===== config.mk =====
export PLATFORM = sky130hd
export DESIGN_NAME = hist_rank_sort_flat
export DESIGN_NICKNAME = d
export VERILOG_FILES = /design/src/rtl/hist_rank_sort_pkg.sv /design/src/rtl/hist_rank_sort_if.sv /design/src/rtl/hist_rank_sort_cmp_swap.sv /design/src/rtl/hist_rank_sort.sv /design/src/flat_wrapper.sv
export SDC_FILE = /design/constraint.sdc
export NUM_CORES = 1
export LEC_CHECK = 0
export BUFFER_PORTS_ARGS = -buffer_cell sky130_fd_sc_hd__buf_2
export CAP_MARGIN = 5
export CORE_MARGIN = 2
export CORE_UTILIZATION = 55
export CTS_BUF_LIST = sky130_fd_sc_hd__clkbuf_8
export DETAILED_ROUTE_END_ITERATION = 10
export PLACE_DENSITY = 0.82
export SLEW_MARGIN = 20
export SYNTH_ARGS = -nofsm -noshare
export SYNTH_HDL_FRONTEND = slang
export SYNTH_HIERARCHICAL = 1
export SYNTH_SLANG_ARGS = --single-unit

===== constraint.sdc =====
create_clock -name CLK -period 4.95 [get_ports CLK]
set_clock_uncertainty 0.05 [all_clocks]
set_input_delay 1.485 -clock CLK [delete_from_list [all_inputs] [get_ports CLK]]
set_output_delay 1.485 -clock CLK [all_outputs]
set_load 0.1 [all_outputs]

===== src/rtl/hist_rank_sort_pkg.sv =====
// Shared types and sizing for the histogram rank sorter: bin count, count and rank widths, FSM states.
package hist_rank_sort_pkg;

  localparam int NUM_BINS  = 5;
  localparam int FREQ_W    = 8;
  localparam int RANK_W    = 3;
  localparam int NUM_PAIRS = NUM_BINS / 2;

  typedef logic [FREQ_W-1:0] freq_t;
  typedef logic [RANK_W-1:0] rank_t;

  localparam rank_t LAST_PHASE = rank_t'(NUM_BINS - 1);

  typedef enum logic [1:0] {
    ST_IDLE = 2'd0,
    ST_SORT = 2'd1,
    ST_DONE = 2'd2
  } sort_state_e;

endpackage


===== src/rtl/hist_rank_sort_if.sv =====
// Histogram-in / rank-maps-out bundle of the rank sorter; master drives the histogram side.
interface hist_rank_sort_if;
  import hist_rank_sort_pkg::*;

  logic                       finish_in;
  logic [NUM_BINS*FREQ_W-1:0] freq_in;
  logic [NUM_BINS*RANK_W-1:0] rate_at_rank;
  logic [NUM_BINS*RANK_W-1:0] rank_of_rate;
  freq_t                      top_freq;
  logic                       valid;
  logic                       busy;
  logic                       overrun;

  modport master (
    output finish_in, freq_in,
    input  rate_at_rank, rank_of_rate, top_freq, valid, busy, overrun
  );

  modport slave (
    input  finish_in, freq_in,
    output rate_at_rank, rank_of_rate, top_freq, valid, busy, overrun
  );

endinterface


===== src/rtl/hist_rank_sort_cmp_swap.sv =====
// Combinational compare-exchange of one (frequency, rate index) pair; larger count goes to hi.
module hist_rank_sort_cmp_swap
  import hist_rank_sort_pkg::*;
(
  input  freq_t a_f,
  input  rank_t a_idx,
  input  freq_t b_f,
  input  rank_t b_idx,
  output freq_t hi_f,
  output rank_t hi_idx,
  output freq_t lo_f,
  output rank_t lo_idx
);

  logic swap_s;

  // Strict less-than keeps equal counts in place, so the sort stays stable.
  assign swap_s = (a_f < b_f);
  assign hi_f   = swap_s ? b_f   : a_f;
  assign hi_idx = swap_s ? b_idx : a_idx;
  assign lo_f   = swap_s ? a_f   : b_f;
  assign lo_idx = swap_s ? a_idx : b_idx;

endmodule


===== src/rtl/hist_rank_sort.sv =====
// Captures histogram counts and ranks rates by frequency with an odd-even transposition sort.
// Optional SORT_EARLY_EXIT_EN: finish after two consecutive swap-free phases.
module hist_rank_sort
  import hist_rank_sort_pkg::*;
(
  input logic              CLK,
  input logic              RST,
  hist_rank_sort_if.slave  bus
);

  sort_state_e state_r, state_nx_s;
  logic        fin_q_r, edge_s, sort_end_s;
  rank_t       phase_r;
  freq_t       f_r [NUM_BINS];
  freq_t       nf_s [NUM_BINS];
  rank_t       idx_r [NUM_BINS];
  rank_t       nidx_s [NUM_BINS];
  rank_t       rate_at_rank_r [NUM_BINS];
  rank_t       rank_of_rate_r [NUM_BINS];
  rank_t       rank_inv_s [NUM_BINS];
  freq_t       top_freq_r;
  logic        valid_r, busy_r, overrun_r;

  freq_t pa_f_s [NUM_PAIRS];
  freq_t pb_f_s [NUM_PAIRS];
  rank_t pa_idx_s [NUM_PAIRS];
  rank_t pb_idx_s [NUM_PAIRS];
  freq_t hi_f_s [NUM_PAIRS];
  freq_t lo_f_s [NUM_PAIRS];
  rank_t hi_idx_s [NUM_PAIRS];
  rank_t lo_idx_s [NUM_PAIRS];

  assign edge_s = bus.finish_in & ~fin_q_r;

  // Even phase pairs (2p,2p+1); odd phase pairs (2p+1,2p+2), collapsed onto one bin when out of range.
  for (genvar p = 0; p < NUM_PAIRS; p++) begin : g_pair
    localparam int OB = (2*p + 2 < NUM_BINS) ? 2*p + 2 : 2*p + 1;
    assign pa_f_s[p]   = phase_r[0] ? f_r[2*p+1]   : f_r[2*p];
    assign pa_idx_s[p] = phase_r[0] ? idx_r[2*p+1] : idx_r[2*p];
    assign pb_f_s[p]   = phase_r[0] ? f_r[OB]      : f_r[2*p+1];
    assign pb_idx_s[p] = phase_r[0] ? idx_r[OB]    : idx_r[2*p+1];

    hist_rank_sort_cmp_swap u_cmp (
      .a_f    (pa_f_s[p]),
      .a_idx  (pa_idx_s[p]),
      .b_f    (pb_f_s[p]),
      .b_idx  (pb_idx_s[p]),
      .hi_f   (hi_f_s[p]),
      .hi_idx (hi_idx_s[p]),
      .lo_f   (lo_f_s[p]),
      .lo_idx (lo_idx_s[p])
    );
  end

  for (genvar i = 0; i < NUM_BINS; i++) begin : g_bin
    freq_t ev_f, od_f;
    rank_t ev_i, od_i;
    if ((i / 2) < NUM_PAIRS) begin : g_ev
      if (i % 2 == 0) begin : g_hi
        assign ev_f = hi_f_s[i/2];
        assign ev_i = hi_idx_s[i/2];
      end else begin : g_lo
        assign ev_f = lo_f_s[i/2];
        assign ev_i = lo_idx_s[i/2];
      end
    end else begin : g_ev_keep
      assign ev_f = f_r[i];
      assign ev_i = idx_r[i];
    end
    if (i > 0 && ((i - 1) / 2) < NUM_PAIRS && ((i - 1) / 2) * 2 + 2 < NUM_BINS) begin : g_od
      if ((i - 1) % 2 == 0) begin : g_hi
        assign od_f = hi_f_s[(i-1)/2];
        assign od_i = hi_idx_s[(i-1)/2];
      end else begin : g_lo
        assign od_f = lo_f_s[(i-1)/2];
        assign od_i = lo_idx_s[(i-1)/2];
      end
    end else begin : g_od_keep
      assign od_f = f_r[i];
      assign od_i = idx_r[i];
    end
    assign nf_s[i]   = phase_r[0] ? od_f : ev_f;
    assign nidx_s[i] = phase_r[0] ? od_i : ev_i;
    assign bus.rate_at_rank[i*RANK_W +: RANK_W] = rate_at_rank_r[i];
    assign bus.rank_of_rate[i*RANK_W +: RANK_W] = rank_of_rate_r[i];
  end

`ifdef SORT_EARLY_EXIT_EN
  logic clean_r, any_swap_s;
  logic [NUM_PAIRS-1:0] swap_s;

  // Rate indices are unique, so a changed hi index means the pair was exchanged.
  for (genvar p = 0; p < NUM_PAIRS; p++) begin : g_swap
    assign swap_s[p] = (hi_idx_s[p] != pa_idx_s[p]);
  end
  assign any_swap_s = |swap_s;
  assign sort_end_s = (phase_r == LAST_PHASE) ||
                      (~any_swap_s & clean_r & (phase_r != {RANK_W{1'b0}}));

  // Remembers whether the previous phase was swap-free.
  always_ff @(posedge CLK or negedge RST) begin
    if (!RST) begin
      clean_r <= 1'b0;
    end else if (state_r == ST_SORT) begin
      clean_r <= ~any_swap_s;
    end else begin
      clean_r <= 1'b0;
    end
  end
`else
  assign sort_end_s = (phase_r == LAST_PHASE);
`endif

  // Inverse map: for each rate, the rank slot currently holding it.
  always_comb begin
    for (int i = 0; i < NUM_BINS; i++) begin
      rank_inv_s[i] = {RANK_W{1'b0}};
      for (int r = 0; r < NUM_BINS; r++) begin
        rank_inv_s[i] = rank_inv_s[i] |
                        ((idx_r[r] == rank_t'(i)) ? rank_t'(r) : {RANK_W{1'b0}});
      end
    end
  end

  // FSM state register.
  always_ff @(posedge CLK or negedge RST) begin
    if (!RST) begin
      state_r <= ST_IDLE;
    end else begin
      state_r <= state_nx_s;
    end
  end

  // FSM next-state logic.
  always_comb begin
    state_nx_s = state_r;
    case (state_r)
      ST_IDLE: if (edge_s) state_nx_s = ST_SORT; else state_nx_s = ST_IDLE;
      ST_SORT: if (sort_end_s) state_nx_s = ST_DONE; else state_nx_s = ST_SORT;
      ST_DONE: state_nx_s = ST_IDLE;
      default: state_nx_s = ST_IDLE;
    endcase
  end

  // Working registers, published maps and status pulses.
  always_ff @(posedge CLK or negedge RST) begin
    if (!RST) begin
      fin_q_r    <= 1'b0;
      phase_r    <= {RANK_W{1'b0}};
      top_freq_r <= {FREQ_W{1'b0}};
      valid_r    <= 1'b0;
      busy_r     <= 1'b0;
      overrun_r  <= 1'b0;
      for (int i = 0; i < NUM_BINS; i++) begin
        f_r[i]            <= {FREQ_W{1'b0}};
        idx_r[i]          <= {RANK_W{1'b0}};
        rate_at_rank_r[i] <= rank_t'(i);
        rank_of_rate_r[i] <= rank_t'(i);
      end
    end else begin
      fin_q_r   <= bus.finish_in;
      valid_r   <= 1'b0;
      overrun_r <= edge_s & (state_r != ST_IDLE);
      case (state_r)
        ST_IDLE: begin
          if (edge_s) begin
            phase_r <= {RANK_W{1'b0}};
            busy_r  <= 1'b1;
            for (int i = 0; i < NUM_BINS; i++) begin
              f_r[i]   <= bus.freq_in[i*FREQ_W +: FREQ_W];
              idx_r[i] <= rank_t'(i);
            end
          end
        end
        ST_SORT: begin
          phase_r <= phase_r + 3'd1;
          for (int i = 0; i < NUM_BINS; i++) begin
            f_r[i]   <= nf_s[i];
            idx_r[i] <= nidx_s[i];
          end
        end
        ST_DONE: begin
          top_freq_r <= f_r[0];
          valid_r    <= 1'b1;
          busy_r     <= 1'b0;
          for (int i = 0; i < NUM_BINS; i++) begin
            rate_at_rank_r[i] <= idx_r[i];
            rank_of_rate_r[i] <= rank_inv_s[i];
          end
        end
        default: begin
          busy_r <= 1'b0;
        end
      endcase
    end
  end

  assign bus.top_freq = top_freq_r;
  assign bus.valid    = valid_r;
  assign bus.busy     = busy_r;
  assign bus.overrun  = overrun_r;

endmodule


===== src/flat_wrapper.sv =====
// flat-port wrapper written by rule: the top's interface ports become plain ports
module hist_rank_sort_flat import hist_rank_sort_pkg::*;
  (CLK, RST, bus_finish_in, bus_freq_in, bus_rate_at_rank, bus_rank_of_rate, bus_top_freq, bus_valid, bus_busy, bus_overrun);
  hist_rank_sort_if bus_i ();
  input logic CLK;
  input logic RST;
  input wire logic [$bits(bus_i.finish_in)-1:0] bus_finish_in;
  input wire logic [$bits(bus_i.freq_in)-1:0] bus_freq_in;
  output wire logic [$bits(bus_i.rate_at_rank)-1:0] bus_rate_at_rank;
  output wire logic [$bits(bus_i.rank_of_rate)-1:0] bus_rank_of_rate;
  output wire logic [$bits(bus_i.top_freq)-1:0] bus_top_freq;
  output wire logic [$bits(bus_i.valid)-1:0] bus_valid;
  output wire logic [$bits(bus_i.busy)-1:0] bus_busy;
  output wire logic [$bits(bus_i.overrun)-1:0] bus_overrun;
  assign bus_i.finish_in = bus_finish_in;
  assign bus_i.freq_in = bus_freq_in;
  assign bus_rate_at_rank = bus_i.rate_at_rank;
  assign bus_rank_of_rate = bus_i.rank_of_rate;
  assign bus_top_freq = bus_i.top_freq;
  assign bus_valid = bus_i.valid;
  assign bus_busy = bus_i.busy;
  assign bus_overrun = bus_i.overrun;
  hist_rank_sort u_core (.CLK(CLK), .RST(RST), .bus(bus_i));
endmodule

==> summary.md <==
| Metric | Value |
|---|---|
| FILL cells | `946` |
| Max Clk Rate | `260.6 MHz` |
| Worst hold-check path type | `flip-flop to flip-flop` |
| Clock Latency Late Sink | `0.39 ns` |
| WHS | `0.4116 ns` |
| RSZ-0062 raised after global routing | `no` |
| Vert. Die Dim | `111.1 um` |
| Site Rows | `39` |
| Met2 routed WL | `7.314 mm` |
| Synth Register Bits | `between 100 and 150` |
| Main synth FF type | `dfrtp_1` |
| Wire per inst | `18.22 um` |
| Most frequent cells in the layout | `91 x dfrtp_1, 88 x nand2_1, 82 x buf_2` |
| Antenna Violating Nets Remaining | `0` |
| Die area | `12340 um^2` |
| Combinational family with the most area after synthesis | `multiplexers` |
| DP HPWL | `9.622 mm` |
| CTS-repair resized insts | `0` |
| Req. time, crit path | `between 5 and 6 ns` |
| Layout cells sized above 1 | `0.4147` |
| Crit path DAT | `roughly 4.1 ns` |
| Clock transition at path regs | `0.10 ns` |
| Vias in the first global route | `4645` |
| H-tree depth | `3` |
| Adder-cell share of the synthesized area | `0.03175` |
| Most common cell after layout, fill and taps aside | `dfrtp_1` |
| Reg2reg path depth | `10` |
| Setup TNS | `0 ns` |
| CTS Root Cell | `clkbuf_8` |
| Initial Util | `0.5570` |
| Hold Buf Count CTS | `0` |
| CTS tree | `built` |
| EDFF count, synth | `0` |
| YS warnings | `6` |
| Worst reg2reg setup slack | `1.11 ns` |
| Total wire length | `14.03 mm` |
| DR vias/cell | `about 6` |
| Synth Area in Compound Gates | `0.1079` |
| Max clock buf depth | `2` |
| I/O Pins | `84` |
| DR top layer | `met4` |
| Layout area overhead | `10.16%` |
| Critical path startpoint | `u_core/phase_r[0]$_DFFE_PN0P_` |
| Synth unique cells | `between 40 and 50` |
| Hold Path End | `u_core/bus.rate_at_rank[9]$_DFFE_PN1P_` |
| DRT Pass-1 Iters | `5` |
| Tightest Pin Transition | `0.7192 ns` |
| First-pass GRT wire length | `23.00 mm` |
| Xor/xnor share of the synthesized area | `0` |
| Period Utilization, post-route | `0.7753` |
| Hold path depth | `2` |
| Fin nets | `681` |
| Core Region | `~11000 um^2` |
| Status | `finished, final reports clean` |
| Metal-1 WL | `between 5 and 6 mm` |
| Pin count of the biggest net entering global routing | `78` |
| RePlAce Congestion | `0.8431` |
| Final setup fails | `0` |
| Max-Slew Margin vs Limit | `0.5205` |
| Ys async rst share | `1.000` |
| Synthesized instance count | `563` |
| Initial antenna violation count | `0` |
| Max-slew violation count | `0` |
| IO Port Bufs | `83` |
| Final Hold Viols | `0` |
| Metal3 WL | `495 um` |
| Worst R2R End | `u_core/g_bin[0].od_f[5]$_DFFE_PN0P_` |
| CTS buffer count | `9` |
| Synth Net Count | `slightly above 600` |
| Mux contribution to synthesized area | `0.2940` |
| Setup bufs post-CTS | `0` |
| Fin cells | `770` |
| Diode count | `0` |
| Beginning of the worst hold path | `u_core/bus.rate_at_rank[9]$_DFFE_PN1P_` |
| Peak fanout along the critical path | `47` |
| Post-route cell area | `6947 um^2` |
| Total gr overflow | `0` |
| First-iteration detailed-routing DRC count | `~340` |
| Mapped Avg Cell Area | `11.20 um^2` |
| Seq/Total Area, Yosys | `0.4067` |
| Worst setup SP type | `flip-flop` |
| Vias after detailed routing | `4501` |
| DRC Markers | `0` |
| GR Util All Layers | `0.2334` |
| Width of the die | `between 100 and 150 um` |
| Post-synthesis simple-gate area fraction | `0.1030` |
| Synth Cell Area | `6306 um^2` |
| Post-Place Cells | `754` |
| CTS sink count | `102` |
| WS Path Type | `flip-flop to flip-flop` |
| Maxcap violations | `0` |
| Fin crit period | `about 3.8 ns` |
| Dpl cell area | `6733 um^2` |
| CP endpoint kind | `flip-flop` |
| Worst R2R Start | `u_core/phase_r[0]$_DFFE_PN0P_` |
metrics by stage:
step,worst slack (ns),utilization
after detailed placement,1.204,0.5947
after global routing,0.9699,0.6136
after CTS,1.144,0.6130
after global placement,1.337,0.5947
after floorplan,1.529,-
final,1.112,0.6136
cell type report:
class | count | area, um^2 | area share
multi-input combinational | 391 | 3395 | 0.4887
sequential | 102 | 2569 | 0.3698
timing repair buffer | 95 | 511.7 | 0.07367
tap | 143 | 178.9 | 0.02576
clock buffer | 10 | 137.6 | 0.01981
inverter | 23 | 86.33 | 0.01243
clock inverter | 6 | 68.82 | 0.009906
cells by family (layout without fill, tap and decap cells):
| logic type | count (synthesis) | in the layout |
|---|---|---|
| AND/OR/NAND/NOR | 142 | 142 |
| buffers and inverters | 70 | 134 |
| AO/OA/AOI/OAI | 80 | 80 |
| flip-flops | 102 | 102 |
| multiplexers | 153 | 153 |
| adder cells (fa/ha/maj) | 16 | 16 |
synthesized netlist by cell type, drive strengths merged (3+ instances only):
cell | number | share of area
a211oi | 4 | 0.0087
a21o | 5 | 0.0060
a21oi | 12 | 0.0095
a221o | 8 | 0.013
a22o | 5 | 0.0069
a2bb2oi | 4 | 0.0056
buf | 30 | 0.033
clkbuf | 17 | 0.010
dfrtp | 92 | 0.37
dfstp | 10 | 0.042
ha | 16 | 0.032
inv | 23 | 0.014
mux2 | 120 | 0.24
mux2i | 33 | 0.052
nand2 | 89 | 0.056
nand2b | 7 | 0.0069
nand4b | 3 | 0.0042
nor2 | 23 | 0.014
nor3 | 5 | 0.0040
nor4b | 7 | 0.0097
o21ai | 10 | 0.0079
o221a | 16 | 0.029
o22a | 3 | 0.0042
o2bb2ai | 5 | 0.0069
flip-flops by register name, summed over array words and instances (netlist names):
name / cells
u_core/g_bin.od_i: 3
u_core/bus.rank_of_rate: 15
u_core/g_bin.od_f: 8
u_core/f_r: 24
u_core/bus.valid: 1
u_core/fin_q_r: 1
u_core/bus.overrun: 1
u_core/phase_r: 3
u_core/state_r: 2
u_core/g_bin.ev_i: 3
u_core/idx_r: 9
u_core/bus.rate_at_rank: 15
u_core/bus.busy: 1
u_core/g_bin.ev_f: 8
u_core/bus.top_freq: 8
metal layers:
metal / GRT usage / vias up
met1: 0.2908 / 2256
met5: 0 / -
met2: 0.4041 / 103
li1: - / 2126
met3: 0.05194 / 16
met4: 0.07737 / 0
worst max path at each step:
| stage | to | slack (ns) | depth (start not counted) |
|---|---|---|---|
| finish | u_core/g_bin[0].od_f[5]$_DFFE_PN0P_ | 1.11 | 10 |
| global route | u_core/g_bin[0].od_f[5]$_DFFE_PN0P_ | 0.97 | 10 |
| CTS | u_core/g_bin[0].od_f[5]$_DFFE_PN0P_ | 1.14 | 10 |
| detailed placement | u_core/g_bin[0].od_f[5]$_DFFE_PN0P_ | 1.20 | 10 |
| global placement | u_core/g_bin[0].od_f[5]$_DFFE_PN0P_ | 1.34 | 10 |
| floorplan | u_core/g_bin[4].ev_f[0]$_DFFE_PN0P_ | 1.53 | 11 |
worst max-delay path, stage by stage (launching register included):
cell,delay (ns)
dfrtp_4,0.87
buf_4,0.36
mux2_2,0.40
ha_1,0.31
a211oi_1,0.24
nor2_1,0.11
a211oi_4,0.19
buf_4,0.28
mux2_4,0.33
mux2_2,0.28
mux2_2,0.27
Power is not shown: default switching activity piles up to over one toggle a cycle in this logic, so the estimate is an artifact.
